===== src/rtl/fu_bank_pkg.sv =====
// Shared definitions for the execution-unit bank: op encodings, unit indices,
// MEM sequencer states and the completion bundle.
package fu_bank_pkg;

  localparam int unsigned XLEN      = 32;
  localparam int unsigned TAG_W_MAX = 16;
  localparam int unsigned NUM_FU    = 3;
  localparam int unsigned SHAMT_W   = 5;

  localparam int unsigned FU_ALU0 = 0;
  localparam int unsigned FU_ALU1 = 1;
  localparam int unsigned FU_MEM  = 2;

  typedef enum logic [2:0] {
    OP_ADD = 3'd0,
    OP_SUB = 3'd1,
    OP_AND = 3'd2,
    OP_OR  = 3'd3,
    OP_XOR = 3'd4,
    OP_SLL = 3'd5,
    OP_SRL = 3'd6,
    OP_SLT = 3'd7
  } alu_op_e;

  typedef enum logic [1:0] {
    MEM_IDLE = 2'd0,
    MEM_REQ  = 2'd1,
    MEM_WAIT = 2'd2,
    MEM_DONE = 2'd3
  } mem_state_e;

  // Tags are carried at maximum width and narrowed at the top-level ports.
  typedef struct packed {
    logic                 valid;
    logic                 we;
    logic [TAG_W_MAX-1:0] rd;
    logic [TAG_W_MAX-1:0] rob;
    logic [XLEN-1:0]      data;
  } cmp_t;

endpackage


===== src/rtl/fu_alu.sv =====
// Combinational integer ALU: decodes the 3-bit op and produces a 32-bit result.
module fu_alu
  import fu_bank_pkg::*;
(
  input  logic [2:0]      op,
  input  logic [XLEN-1:0] a,
  input  logic [XLEN-1:0] b,
  output logic [XLEN-1:0] res_c
);

  logic [SHAMT_W-1:0] shamt;

  assign shamt = b[SHAMT_W-1:0];

  always_comb begin
    res_c = '0;
    unique case (alu_op_e'(op))
      OP_ADD: res_c = a + b;
      OP_SUB: res_c = a - b;
      OP_AND: res_c = a & b;
      OP_OR:  res_c = a | b;
      OP_XOR: res_c = a ^ b;
      OP_SLL: res_c = a << shamt;
      OP_SRL: res_c = a >> shamt;
      OP_SLT: res_c = XLEN'($signed(a) < $signed(b));
      default: res_c = '0;
    endcase
  end

endmodule


===== src/rtl/fu_bank.sv =====
// Execution bank behind the reservation station: two single-entry ALUs, one
// MEM sequencer on a req/gnt/rvalid port, and a fixed-priority completion bus.
module fu_bank
  import fu_bank_pkg::*;
#(
  parameter int unsigned PREG_WIDTH = 6,
  parameter int unsigned ROB_WIDTH  = 6
) (
  input  logic                  clk,
  input  logic                  rst_n,

  input  logic [NUM_FU-1:0]     iss_valid,
  input  logic [2:0]            iss_op_0,
  input  logic [2:0]            iss_op_1,
  input  logic [2:0]            iss_op_2,
  input  logic [XLEN-1:0]       iss_a_0,
  input  logic [XLEN-1:0]       iss_a_1,
  input  logic [XLEN-1:0]       iss_a_2,
  input  logic [XLEN-1:0]       iss_b_0,
  input  logic [XLEN-1:0]       iss_b_1,
  input  logic [XLEN-1:0]       iss_b_2,
  input  logic [XLEN-1:0]       iss_sd_2,
  input  logic [PREG_WIDTH-1:0] iss_rd_0,
  input  logic [PREG_WIDTH-1:0] iss_rd_1,
  input  logic [PREG_WIDTH-1:0] iss_rd_2,
  input  logic [ROB_WIDTH-1:0]  iss_rob_0,
  input  logic [ROB_WIDTH-1:0]  iss_rob_1,
  input  logic [ROB_WIDTH-1:0]  iss_rob_2,

  output logic [NUM_FU-1:0]     fu_ready,

  output logic                  mem_req,
  output logic                  mem_we,
  output logic [XLEN-1:0]       mem_addr,
  output logic [XLEN-1:0]       mem_wdata,
  input  logic                  mem_gnt,
  input  logic                  mem_rvalid,
  input  logic [XLEN-1:0]       mem_rdata,

  output logic                  cmp_valid,
  output logic                  cmp_we,
  output logic [PREG_WIDTH-1:0] cmp_rd,
  output logic [ROB_WIDTH-1:0]  cmp_rob,
  output logic [XLEN-1:0]       cmp_data
);

  logic [XLEN-1:0] alu0_res_c;
  logic [XLEN-1:0] alu1_res_c;

  cmp_t       alu0_q, alu0_d;
  cmp_t       alu1_q, alu1_d;
  cmp_t       mem_q,  mem_d;
  mem_state_e state_q, state_d;
  logic [XLEN-1:0] addr_q, addr_d;
  logic [XLEN-1:0] wdata_q, wdata_d;

  cmp_t              cmp_sel_c;
  logic              sel_mem_c, sel_alu0_c, sel_alu1_c;
  logic [NUM_FU-1:0] accept_c;
  logic              unused_op_bits;

  // Only bit0 of the MEM op is meaningful (load/store).
  assign unused_op_bits = ^iss_op_2[2:1];

  fu_alu u_alu0 (
    .op    (iss_op_0),
    .a     (iss_a_0),
    .b     (iss_b_0),
    .res_c (alu0_res_c)
  );

  fu_alu u_alu1 (
    .op    (iss_op_1),
    .a     (iss_a_1),
    .b     (iss_b_1),
    .res_c (alu1_res_c)
  );

  // Completion select: MEM(DONE) > ALU0 > ALU1, built from held state only.
  always_comb begin
    sel_mem_c  = 1'b0;
    sel_alu0_c = 1'b0;
    sel_alu1_c = 1'b0;
    cmp_sel_c  = '0;
    if (state_q == MEM_DONE) begin
      sel_mem_c       = 1'b1;
      cmp_sel_c       = mem_q;
      cmp_sel_c.valid = 1'b1;
    end else if (alu0_q.valid) begin
      sel_alu0_c = 1'b1;
      cmp_sel_c  = alu0_q;
    end else if (alu1_q.valid) begin
      sel_alu1_c = 1'b1;
      cmp_sel_c  = alu1_q;
    end
  end

  assign fu_ready[FU_ALU0] = !alu0_q.valid || sel_alu0_c;
  assign fu_ready[FU_ALU1] = !alu1_q.valid || sel_alu1_c;
  assign fu_ready[FU_MEM]  = (state_q == MEM_IDLE);
  assign accept_c          = iss_valid & fu_ready;

  // ALU result registers: refill on accepted issue, otherwise drain when broadcast.
  always_comb begin
    alu0_d = alu0_q;
    alu1_d = alu1_q;
    if (accept_c[FU_ALU0]) begin
      alu0_d.valid = 1'b1;
      alu0_d.we    = 1'b1;
      alu0_d.rd    = TAG_W_MAX'(iss_rd_0);
      alu0_d.rob   = TAG_W_MAX'(iss_rob_0);
      alu0_d.data  = alu0_res_c;
    end else if (sel_alu0_c) begin
      alu0_d.valid = 1'b0;
    end
    if (accept_c[FU_ALU1]) begin
      alu1_d.valid = 1'b1;
      alu1_d.we    = 1'b1;
      alu1_d.rd    = TAG_W_MAX'(iss_rd_1);
      alu1_d.rob   = TAG_W_MAX'(iss_rob_1);
      alu1_d.data  = alu1_res_c;
    end else if (sel_alu1_c) begin
      alu1_d.valid = 1'b0;
    end
  end

  // MEM sequencer next-state and payload capture.
  always_comb begin
    state_d = state_q;
    mem_d   = mem_q;
    addr_d  = addr_q;
    wdata_d = wdata_q;
    unique case (state_q)
      MEM_IDLE: begin
        if (accept_c[FU_MEM]) begin
          addr_d     = iss_a_2 + iss_b_2;
          wdata_d    = iss_sd_2;
          mem_d.we   = !iss_op_2[0];
          mem_d.rd   = TAG_W_MAX'(iss_rd_2);
          mem_d.rob  = TAG_W_MAX'(iss_rob_2);
          mem_d.data = '0;
          state_d    = MEM_REQ;
        end
      end
      MEM_REQ: begin
        if (mem_gnt) state_d = MEM_WAIT;
      end
      MEM_WAIT: begin
        if (mem_rvalid) begin
          mem_d.data = mem_d.we ? mem_rdata : '0;
          state_d    = MEM_DONE;
        end
      end
      MEM_DONE: begin
        if (sel_mem_c) state_d = MEM_IDLE;
      end
      default: state_d = MEM_IDLE;
    endcase
  end

  always_ff @(posedge clk or negedge rst_n) begin
    if (!rst_n) begin
      alu0_q  <= '0;
      alu1_q  <= '0;
      mem_q   <= '0;
      state_q <= MEM_IDLE;
      addr_q  <= '0;
      wdata_q <= '0;
    end else begin
      alu0_q  <= alu0_d;
      alu1_q  <= alu1_d;
      mem_q   <= mem_d;
      state_q <= state_d;
      addr_q  <= addr_d;
      wdata_q <= wdata_d;
    end
  end

  // mem_we is derived from the load/store flag held in the MEM payload.
  assign mem_req   = (state_q == MEM_REQ);
  assign mem_we    = (state_q != MEM_IDLE) && !mem_q.we;
  assign mem_addr  = addr_q;
  assign mem_wdata = wdata_q;

  assign cmp_valid = cmp_sel_c.valid;
  assign cmp_we    = cmp_sel_c.we;
  assign cmp_rd    = PREG_WIDTH'(cmp_sel_c.rd);
  assign cmp_rob   = ROB_WIDTH'(cmp_sel_c.rob);
  assign cmp_data  = cmp_sel_c.data;

endmodule


===== config.mk =====
export PLATFORM = sky130hd
export DESIGN_NAME = fu_bank
export DESIGN_NICKNAME = d
export VERILOG_FILES = /design/src/rtl/fu_bank_pkg.sv /design/src/rtl/fu_alu.sv /design/src/rtl/fu_bank.sv
export SDC_FILE = /design/constraint.sdc
export NUM_CORES = 1
export LEC_CHECK = 0
export ABC_AREA = 1
export BUFFER_PORTS_ARGS = -buffer_cell sky130_fd_sc_hd__buf_2
export CORE_MARGIN = 2
export CORE_UTILIZATION = 25
export DETAILED_ROUTE_END_ITERATION = 7
export PLACE_DENSITY_LB_ADDON = 0.05
export SETUP_SLACK_MARGIN = 0.05
export SKIP_CTS_REPAIR_TIMING = 1
export SLEW_MARGIN = 15
export SYNTH_ARGS = -nofsm -noshare
export SYNTH_HDL_FRONTEND = slang
export SYNTH_SLANG_ARGS = --single-unit

===== constraint.sdc =====
create_clock -name clk -period 4 [get_ports clk]
set_input_delay 0.8 -clock clk [delete_from_list [all_inputs] [get_ports clk]]
set_output_delay 0.8 -clock clk [all_outputs]
set_load 0.005 [all_outputs]

==> metrics.md <==
| Metric | Value |
|---|---|
| DIE HEIGHT | `349 um` |
| Crit path required time | `3200 ps` |
| Post-synth cell types | `51` |
| Synth area leader | `nand2_1` |
| Fmax | `0.268 GHz` |
| RSZ-0062 raised after global routing | `false` |
| Synth Instances | `5335` |
| Max VDD drop | `0.338 mV` |
| Reg2reg setup slack | `1210 ps` |
| Fillcell total | `14000` |
| Total Nets Final | `6153` |
| CTS max path bufs | `3` |
| IO Port Bufs | `420` |
| Number of global-route vias before repair | `34000` |
| Grt ovf | `0` |
| FF-to-FF Start | `state_q[0]` |
| First-pass GRT wire length | `240 mm` |
| Root buffer cell | `clkbuf_16` |
| Setup TNS | `0 ps` |
| Synth Warn # | `0` |
| Asr flop ratio synth | `1.00` |
| IO Pins | `423` |
| Average size of a mapped cell | `5.56 um2` |
| Total wire length | `168 mm` |
| CTS tree | `done` |
| # clock sinks | `203` |
| Post-route ant nets | `0` |
| Non-Filler Instances | `7170` |
| Rows | `126` |
| Synth area leaders | `nand2_1 22%, dfrtp_1 17%, nand3_1 15%, ha_1 9.7%, inv_1 9.3%` |
| Synth top cells by count | `1736 x nand2_1, 886 x nand3_1, 736 x inv_1` |
| GP Congestion | `0.936` |
| Pre-antenna DRT Iters | `6` |
| Synthesis-to-finish area growth | `15.3%` |
| Arr. time, crit path | `2930 ps` |
| Final core occ | `0.290` |
| Clock Pin Slew Worst Setup and Hold Paths | `60 ps` |
| Leak | `18.8 nW` |
| Beginning of the critical path | `state_q[0]` |
| Status | `finished, final reports clean` |
| Initial Util | `0.252` |
| Synthesized cell area | `29700 um2` |
| Syn_nets | `5877` |
| Worst Skew | `26.3 ps` |
| Setup CP Type | `register to output pin` |
| Starting DRT DRC Count | `3376` |
| Number of synthesized flops with an enable pin | `0` |
| Placed Instances | `7120` |
| Initial antenna violation count | `29` |
| Synth top area share | `0.220` |
| Power Density | `380 nW/um2` |
| Critical path fanouts, max | `59` |
| Fin. max-slew vios | `0` |
| Top FF cell, synth | `dfrtp_1` |
| Worst reg-to-reg path cell count | `10` |
| Largest net degree at the start of global routing | `87` |
| Residual DRC count | `0` |
| Period minus WS final | `3730 ps` |
| Die width | `349 um` |
| Reg-to-reg critical path endpoint | `alu1_q[12]` |
| Total GRT Usage | `0.267` |
| CORE AREA | `118000 um2` |
| Rel. slew slack | `0.312` |
| #FFs+latches synth | `203` |
| Max-Cap Viols | `0` |
| Routed via count | `35700` |
| Worst skew pair latency | `560 ps` |
| Layout cells sized above 1 | `0.105` |
| Worst setup EP type | `output pin` |
| Die area | `121000 um2` |
| H-tree depth | `1` |
| Routed vias/inst | `4.98` |
| Per-cell routed wire length | `23.5 um` |
| Tightest Pin Transition | `1030 ps` |
| Most frequent cell after synthesis | `nand2_1` |
| Worst setup SP type | `register` |
| Worst hold path type | `input port to async pin` |
| Cts bufs inserted | `25` |
| Final hold viol count | `0` |
| Final setup viols | `0` |
| Placed wire-length estimate | `140 mm` |
| Tcrit/Tclk final | `0.932` |
| Critical Path Sink | `cmp_data[7]` |
| Sequential share of the synthesized area | `0.171` |
layout by cell type, fill, tap and decap left out, types with 64 or more instances in the layout:
| cell | netlist | final |
|---|---|---|
| nor2_1 | 453 | 451 |
| dfrtp_1 | 203 | 202 |
| ha_1 | 229 | 229 |
| nand4_1 | 64 | 64 |
| o21ai_0 | 186 | 186 |
| inv_1 | 736 | 734 |
| nand2_1 | 1736 | 1735 |
| buf_4 | 12 | 68 |
| buf_2 | 114 | 419 |
| nand3_1 | 886 | 886 |
| a21oi_1 | 195 | 194 |
critical path, stage by stage, from the launching register on:
cell      delay [ps]
dfrtp_1          410
ha_1             210
buf_4            200
inv_2             90
buf_4            550
nand3_1          370
o221ai_1         290
buf_2            210
worst min-delay path by stage:
stage	endpoint	slack, ps
3_5_place_dp	alu1_q[64]	440
6_report	mem_addr[18]	200
3_3_place_gp	alu1_q[64]	440
2_1_floorplan	alu1_q[64]	420
4_1_cts	mem_wdata[28]	210
5_1_grt	mem_addr[18]	220
report_power, final:
group / total (W) / internal [W] / switching [W]
sequential: 0.00333 / 0.00289 / 0.000449
combinational: 0.00707 / 0.00215 / 0.00492
clock: 0.00259 / 0.00162 / 0.000972
total: 0.0130 / 0.00665 / 0.00634
routing by layer:
metal  vias up  track usage  share of wire
li1      17700            -              -
met1     16700        0.360           0.45
met2      1093        0.458           0.48
met3       189       0.0183          0.041
met4         6       0.0742          0.034
met5         -            0        0.00025
kinds of logic (layout without fill, tap and decap cells):
logic type	count (synthesis)	count (layout)	synth area share
simple gates	3277	3277	0.469
buf+inv	1003	1297	0.136
compound gates	591	591	0.117
fa+ha+maj	234	234	0.0999
flops	203	203	0.171
xor+xnor	26	26	0.00767
mux	1	1	0.000337
other cells	0	5	0
sequential cells by signal (all words and copies together), names as in the netlist:
register	count
alu0_q	46
alu1_q	46
mem_addr	32
mem_q	45
mem_wdata	32
state_q	2
layout make-up:
class	instances	area, um2	area share
multi-input cells	4129	20600	0.602
flip-flops and latches	203	5080	0.148
repair buffers	499	2840	0.0831
inverters	753	2830	0.0827
clock inverters	11	195	0.00570
well taps	1536	1920	0.0562
diodes	5	12.5	0.000366
clock buffers	34	739	0.0216
stage by stage:
step	cell area (um2)	setup slack (ps)	hold slack [ps]	total power [W]
6_report	34200	273	201	0.0130
5_1_grt	34200	159	221	0.0140
4_1_cts	34200	302	205	0.0131
3_5_place_dp	33300	627	442	0.0105
3_3_place_gp	33300	626	441	0.0105
2_1_floorplan	29700	968	423	0.00718
Note: power is estimated with default switching activity, not from simulation.
